==> src/rtl/unidade_de_busca_pkg.sv <==
// pacote_busca: shared widths, halt opcode and fetch FSM states.
package pacote_busca;
  localparam int PC_W = 6;
  localparam int INSTR_W = 16;
  localparam logic [3:0] HALT_OP = 4'b1111;
  typedef enum logic [1:0] {IDLE, RUN, DRAIN, HALT} estado_t;
endpackage

==> src/rtl/unidade_de_busca_fila.sv <==
// fila_busca: 2-entry {pc, instruction} FIFO with flush; entry 0 is always the head.
module fila_busca
  import pacote_busca::*;
(
  input  logic               clk_i,
  input  logic               rst_ni,
  input  logic               push_i,
  input  logic               pop_i,
  input  logic               flush_i,
  input  logic [PC_W-1:0]    pc_i,
  input  logic [INSTR_W-1:0] instr_i,
  output logic [1:0]         ocup_o,
  output logic [PC_W-1:0]    pc_o,
  output logic [INSTR_W-1:0] instr_o
);
  logic [PC_W+INSTR_W-1:0] e0_q, e0_d, e1_q, e1_d;
  logic [1:0] cnt_q, cnt_d, pos;
  always_comb begin
    pos = cnt_q - 2'(pop_i);
    e0_d = (push_i && pos == 2'd0) ? {pc_i, instr_i} : pop_i ? e1_q : e0_q;
    e1_d = (push_i && pos == 2'd1) ? {pc_i, instr_i} : e1_q;
    cnt_d = flush_i ? 2'd0 : cnt_q + 2'(push_i) - 2'(pop_i);
  end
  always_ff @(posedge clk_i or negedge rst_ni) begin
    if (!rst_ni) begin
      e0_q <= '0;
      e1_q <= '0;
      cnt_q <= '0;
    end else begin
      e0_q <= e0_d;
      e1_q <= e1_d;
      cnt_q <= cnt_d;
    end
  end
  assign ocup_o = cnt_q;
  assign {pc_o, instr_o} = e0_q;
endmodule

==> src/rtl/unidade_de_busca.sv <==
// unidade_de_busca: instruction-fetch sequencer with PC, 1-cycle memory latency tracking,
// 2-entry delivery queue, branch redirect with flush and sticky halt.
module unidade_de_busca
  import pacote_busca::*;
#(
  parameter int NUM_INSTR = 42
) (
  input  logic               clk_BI,
  input  logic               reset,
  input  logic               enable,
  output logic [PC_W-1:0]    pc_mem,
  input  logic [INSTR_W-1:0] instrucao_mem,
  input  logic               desvio,
  input  logic [PC_W-1:0]    alvo_desvio,
  output logic [INSTR_W-1:0] instr_out,
  output logic [PC_W-1:0]    pc_instr,
  output logic               instr_valid,
  input  logic               instr_ready,
  output logic               halted
);
  estado_t est_q, est_d;
  logic [PC_W-1:0] pc_q, pc_d, tag_q, tag_d, pc_prox;
  logic voo_q, voo_d;
  logic [1:0] ocup;
  logic pop, parada, redir, flush, push, emite;
  fila_busca u_fila (
    .clk_i  (clk_BI),
    .rst_ni (reset),
    .push_i (push),
    .pop_i  (pop),
    .flush_i(flush),
    .pc_i   (tag_q),
    .instr_i(instrucao_mem),
    .ocup_o (ocup),
    .pc_o   (pc_instr),
    .instr_o(instr_out)
  );
  assign instr_valid = ocup != 2'd0;
  assign pop = instr_valid && instr_ready;
  assign parada = pop && instr_out[15:12] == HALT_OP;
  assign redir = (est_q == RUN || est_q == DRAIN) && desvio && !parada;
  assign flush = parada || redir;
  assign push = voo_q && !flush;
  // Issue only if the word can be guaranteed a queue slot when it returns.
  assign emite = est_q == RUN && enable && !flush &&
                 (3'(ocup) + 3'(voo_q)) < (3'd2 + 3'(pop));
  assign pc_prox = (pc_q == PC_W'(NUM_INSTR - 1)) ? '0 : pc_q + PC_W'(1);
  always_comb begin
    voo_d = emite;
    tag_d = emite ? pc_q : tag_q;
    pc_d = redir ? ((alvo_desvio >= PC_W'(NUM_INSTR)) ? '0 : alvo_desvio) :
           emite ? pc_prox : pc_q;
    case (est_q)
      IDLE:    est_d = enable ? RUN : IDLE;
      RUN:     est_d = parada ? HALT : !enable ? DRAIN : RUN;
      DRAIN:   est_d = parada ? HALT : enable ? RUN :
                       (ocup == 2'd0 && !voo_q) ? IDLE : DRAIN;
      default: est_d = HALT;
    endcase
  end
  always_ff @(posedge clk_BI or negedge reset) begin
    if (!reset) begin
      est_q <= IDLE;
      pc_q <= '0;
      tag_q <= '0;
      voo_q <= 1'b0;
    end else begin
      est_q <= est_d;
      pc_q <= pc_d;
      tag_q <= tag_d;
      voo_q <= voo_d;
    end
  end
  assign pc_mem = pc_q;
  assign halted = est_q == HALT;
endmodule

==> config.mk <==
export PLATFORM = sky130hd
export DESIGN_NAME = unidade_de_busca
export DESIGN_NICKNAME = d
export VERILOG_FILES = /design/src/rtl/unidade_de_busca_pkg.sv /design/src/rtl/unidade_de_busca_fila.sv /design/src/rtl/unidade_de_busca.sv
export SDC_FILE = /design/constraint.sdc
export NUM_CORES = 1
export LEC_CHECK = 0
export ABC_AREA = 1
export CAP_MARGIN = 20
export CORE_MARGIN = 2
export CORE_UTILIZATION = 58
export DETAILED_ROUTE_END_ITERATION = 8
export GPL_ROUTABILITY_DRIVEN = 0
export PLACE_DENSITY = 0.91
export SLEW_MARGIN = 20
export SYNTH_ARGS = -nofsm -noshare
export SYNTH_HDL_FRONTEND = slang
export SYNTH_HIERARCHICAL = 1
export SYNTH_SLANG_ARGS = --single-unit
==> constraint.sdc <==
create_clock -name clk_BI -period 3.6 [get_ports clk_BI]
set_input_delay 0.72 -clock clk_BI [delete_from_list [all_inputs] [get_ports clk_BI]]
set_output_delay 0.72 -clock clk_BI [all_outputs]
set_load 0.005 [all_outputs]
Yosys cells after proc, flatten, opt, wreduce, memory -nomap -nowiden --
Index checks and enable logic that the tools add are counted.
Word-level totals: register bits 61, input bits 27, output and inout bits 30, logic and storage cells 57
Operators by class: add/subtract/negate cells 6, order comparisons 2, equality and inequality tests 6, muxes and demuxes 14, reductions and logical operators 22
Operators by type and width (count):
- two-way mux 22 bit | 2
- two-way mux 6 bit | 4
- two-way mux 2 bit | 6
- logical AND 1 bit | 11
- adder 6 x 1 -> 6 bit (second input constant) | 1
- equality test 6 bit (second input constant) | 1
- greater-or-equal comparator 6 bit (second input constant) | 1
- zero test 2 bit | 3
- one-hot mux 2 bit (3 select lines) | 1
- nonzero test 2 bit | 3
- equality test 2 x 1 -> 1 bit (second input constant) | 2
- equality test 2 bit (second input constant) | 2
- equality test 4 bit (second input constant) | 1
- subtractor 2 x 1 -> 2 bit | 2
- adder 2 x 1 -> 3 bit | 1
- adder 2 x 1 -> 3 bit (first input constant) | 1
- zero test 1 bit | 3
- < comparator 3 bit | 1
- adder 2 x 1 -> 2 bit | 1
- logical OR 1 bit | 2
- two-way mux 1 bit | 1

Logic depth before layout (Yosys ltp) --
word-level depth 11, mapped depth 12, mapped depth without buffers 11

Modules after synthesis --
Netlist, hierarchy kept.
Modules (own cells, without submodules):
- fila_busca | times used 1, cells an instance 290, area an instance 2377.3 um^2, seq. area each 1151.1 um^2
- unidade_de_busca | times used 1, cells an instance 141, area an instance 1053.5 um^2, seq. area each 375.4 um^2

Worst setup path before layout --
No wires, ideal clock.
path kind input-to-reg, start point input port instr_ready, end point register u_fila.e1_q[18], library setup time 117 ps, arrival 1820 ps, data required time 3483 ps, path slack 1663 ps, cell stages on the path 8, buffers on the path 1, path through inv_1 -> nor2_4 -> ha_1 -> nor2_2 -> nand2_8 -> buf_6 -> nand2_2 -> o21ai_2
On the way: cells in the longest elaborated chain, start to end 8, elaborated cells between the ends (all ways) 10, those cells by class 1 x add/sub; 1 x eq/ne; 8 x reduce/logical
RTL lines:
- from (decl) | line unidade_de_busca.sv:18 | input logic instr_ready,
- logical AND 1 bit (*) | line unidade_de_busca.sv:39 | assign pop = instr_valid && instr_ready;
- via pop | line unidade_de_busca.sv:25 | logic pop, parada, redir, flush, push, emite;
- branches (longest 6 deep; another with subtractor 2 x 1 -> 2 bit)
- logical AND 1 bit (*) | line unidade_de_busca_fila.sv:21 | e1_d = (push_i && pos == 2'd1) ? {pc_i, instr_i} : e1_q;
- to (signal assigned) | line unidade_de_busca_fila.sv:27 | e1_q <= '0;
- to (signal assigned) | line unidade_de_busca_fila.sv:31 | e1_q <= e1_d;
- to (decl) | line unidade_de_busca_fila.sv:16 | logic [PC_W+INSTR_W-1:0] e0_q, e0_d, e1_q, e1_d;
Mark *: on every way through the listed nets, which the timed path passes. A chain may end at the register's enable or synchronous reset.

Final worst setup path --
start point input port instr_ready, end point register u_fila.e1_q[10]
The elaborated chain is that of the path after synthesis.

==> flow_summary.ini <==
[detailed_routing]
drc_errors = 0
drtPass1Iterations = 4
wl_mm = 7.28
drt_iter0_markers = 291
routedWlPerCell_um = 13.0
ant_nets = 0
vias_per_cell = 5.29
vias = 2965

[die]
fp.dieH_um = 80.9
ios = 57
die_w_um = 80.9
rows = 28
fp.dieArea_mm2 = 0.00655
initial_core_util_pct = 59.0
core_area_mm2 = 0.00582

[setup_path]
cp_data_arrival_time_ns = 2.94
reg2reg_from = est_q[0]$_DFF_PN0_
cp-end-kind = flop
rr_worst_depth = 10
cp-start-kind = input pin
crit_required_ns = 3.81
r2r_end = u_fila/e0_q[19]$_DFFE_PN0P_
critPathKind = in2reg
crit_fanout = 44
reg2reg_slack_ns = 1.03
cp-endpoint = u_fila/e1_q[10]$_DFFE_PN0P_
crit_path_start = instr_ready

[clock_tree]
root_buffer = clkbuf_8
post_cts_buffers = 0
numCtsBuffers = 9
cts_hold_buf = 0
cts.sink_count = 61
h-tree-depth = 3
cts.path.max_buffers = 2
cts_tree = yes
cts_resized = 0
clk_latency_ns = 0.33
clk_pin_slew_worst_paths_ns = 0.07

[synthesis]
syn_nets = 469
synth_edf_count = 0
synth_cell_type_count = 27
synth_seq_cells = 61
synthFlopType = dfrtp_1
yosysMostFrequentCell = nand2_1
ys_seq_area_share_pct = 44.5
async_flop_share_pct = 100
synth_common_cells = 157 x nand2_1, 65 x nand3_1, 61 x dfrtp_1
synth_top_area_share_pct = 44.5
synthCells = 431
synth_area_leaders = dfrtp_1 44%, nand2_1 17%, nand3_1 9.5%, o21ai_2 6.4%, inv_1 5.4%
synth_area_mm2 = 0.00343
syn_area_per_cell_um2 = 7.96
synth_top_cell_by_area = dfrtp_1
ys.warnings.count = 6

[timing]
clock_skew_ns = 0.00701
setup_viol = 0
max_freq_mhz = 365
slew_viol_final = 0
max_slew_margin_pct = 53.0
hold_viol = 0
fin_tns_setup_ns = 0
setup_ws_ns = 0.862
period_share_pct = 76.1
worst_slew_pin_slew_ns = 0.704
period_needed_ns = 2.74
rsz0062_at_grt = false

[min_path]
hp-class = in2async

[global_route]
grt_pass1_vias = 2809
track_usage_pct = 24.3
grt_overflow = 0
antenna_found_initial = 0
grt_pass1_wl_mm = 12.4
grt_start_max_net_pins = 45

[pwr]
ir_drop_mv = 0.306
finalPower_mw = 1.63
p_leak_nw = 2.18
powerDensity_mw_per_mm2 = 393

[run]
drv_cap = 0

[cells_and_area]
fin_nets = 521
antenna_cells = 0
final_util_pct = 71.2
syn_to_final_growth_pct = 20.8
drive_gt1_share_pct = 13.2

[place]
pre_cts_slack_ns = 0.551
dp_hpwl_mm = 4.98
portBuffers = 56

[run_status]
status = complete, no violations
==> area by class of cell <==
cell class,count,area [um2]
timing repair buffer,59,578
clock inverter,2,35.0
multi-input combinational,301,1570
tap,75,93.8
inverter,51,191
sequential,61,1530
clock buffer,12,145
fill,447,1670
==> sequential cells by signal, summed over array words and instances, names as in the netlist <==
name,flops
est_q,2
pc_mem,6
tag_q,6
u_fila/e0_q,22
u_fila/e1_q,22
u_fila/ocup_o,2
voo_q,1
==> worst min-delay path by stage <==
stage                                 from                          end  slack [ns]  cells after the start
4_1_cts                              reset   u_fila/e0_q[7]$_DFFE_PN0P_        0.44                      1
5_1_grt                              reset   u_fila/e1_q[7]$_DFFE_PN0P_        0.47                      1
2_1_floorplan                        reset           est_q[0]$_DFF_PN0_        0.42                      0
3_3_place_gp    u_fila/e1_q[9]$_DFFE_PN0P_   u_fila/e1_q[9]$_DFFE_PN0P_        0.46                      2
6_report                             reset   u_fila/e0_q[7]$_DFFE_PN0P_        0.41                      1
3_5_place_dp   u_fila/e1_q[14]$_DFFE_PN0P_  u_fila/e1_q[14]$_DFFE_PN0P_        0.47                      2
==> metal layers <==
| layer | up-vias | GRT usage [%] | wire length (um) |
|---|---|---|---|
| li1 | 1450 | - | - |
| met3 | 15 | 5.22 | 370 |
| met2 | 84 | 40.1 | 3670 |
| met4 | 0 | 9.15 | 132 |
| met1 | 1416 | 31.5 | 3110 |
| met5 | - | 0 | 0 |
==> metrics by stage <==
| step | hold WS [ns] | std cells | cell area, um2 |
|---|---|---|---|
| after floorplan | 0.424 | 431 | 3430 |
| after global placement | 0.463 | 547 | 3960 |
| after detailed placement | 0.468 | 547 | 3960 |
| after CTS | 0.437 | 561 | 4140 |
| after global routing | 0.470 | 561 | 4140 |
| final | 0.415 | 561 | 4140 |
==> logic make-up (layout without fill, tap and decap cells) <==
kind of cell	after synthesis	in the layout	share of synthesized area [%]
buf+inv	69	124	9.66
compound gates	34	34	7.77
simple gates	254	254	33.6
xor+xnor	2	2	0.511
fa+ha+maj	11	11	4.01
flops	61	61	44.5
==> power breakdown <==
| part | total (mW) | switching (mW) | internal (mW) | leakage, nW |
|---|---|---|---|---|
| Combinational | 0.335 | 0.235 | 0.100 | 1.25 |
| Sequential | 0.719 | 0.0220 | 0.697 | 0.837 |
| Clock | 0.572 | 0.241 | 0.330 | 0.0923 |
==> cells in the final DEF (no fill, tap or decap), drive strengths merged <==
cell	synthesis	final
nor3	1	1
clkdlybuf4s50	0	55
bufinv	0	1
ha	11	11
inv	51	51
dfrtp	61	61
a21oi	1	1
xor2	2	2
nor2	13	13
o21bai	1	1
clkinv	0	1
nand3	66	66
clkbuf	2	12
buf	16	4
or2	1	1
o21ai	32	32
nand4	2	2
nand2	171	171
==> critical path, cell delays in order <==
cell             delay (ns)
clkdlybuf4s50_1        0.48
inv_1                  0.08
nor2_4                 0.18
buf_4                  0.31
ha_1                   0.25
nand2_1                0.11
nand2_4                0.27
nand2_8                0.28
nand2_1                0.18
o21ai_2                0.06
Note: power is estimated with default switching activity, not from simulation.
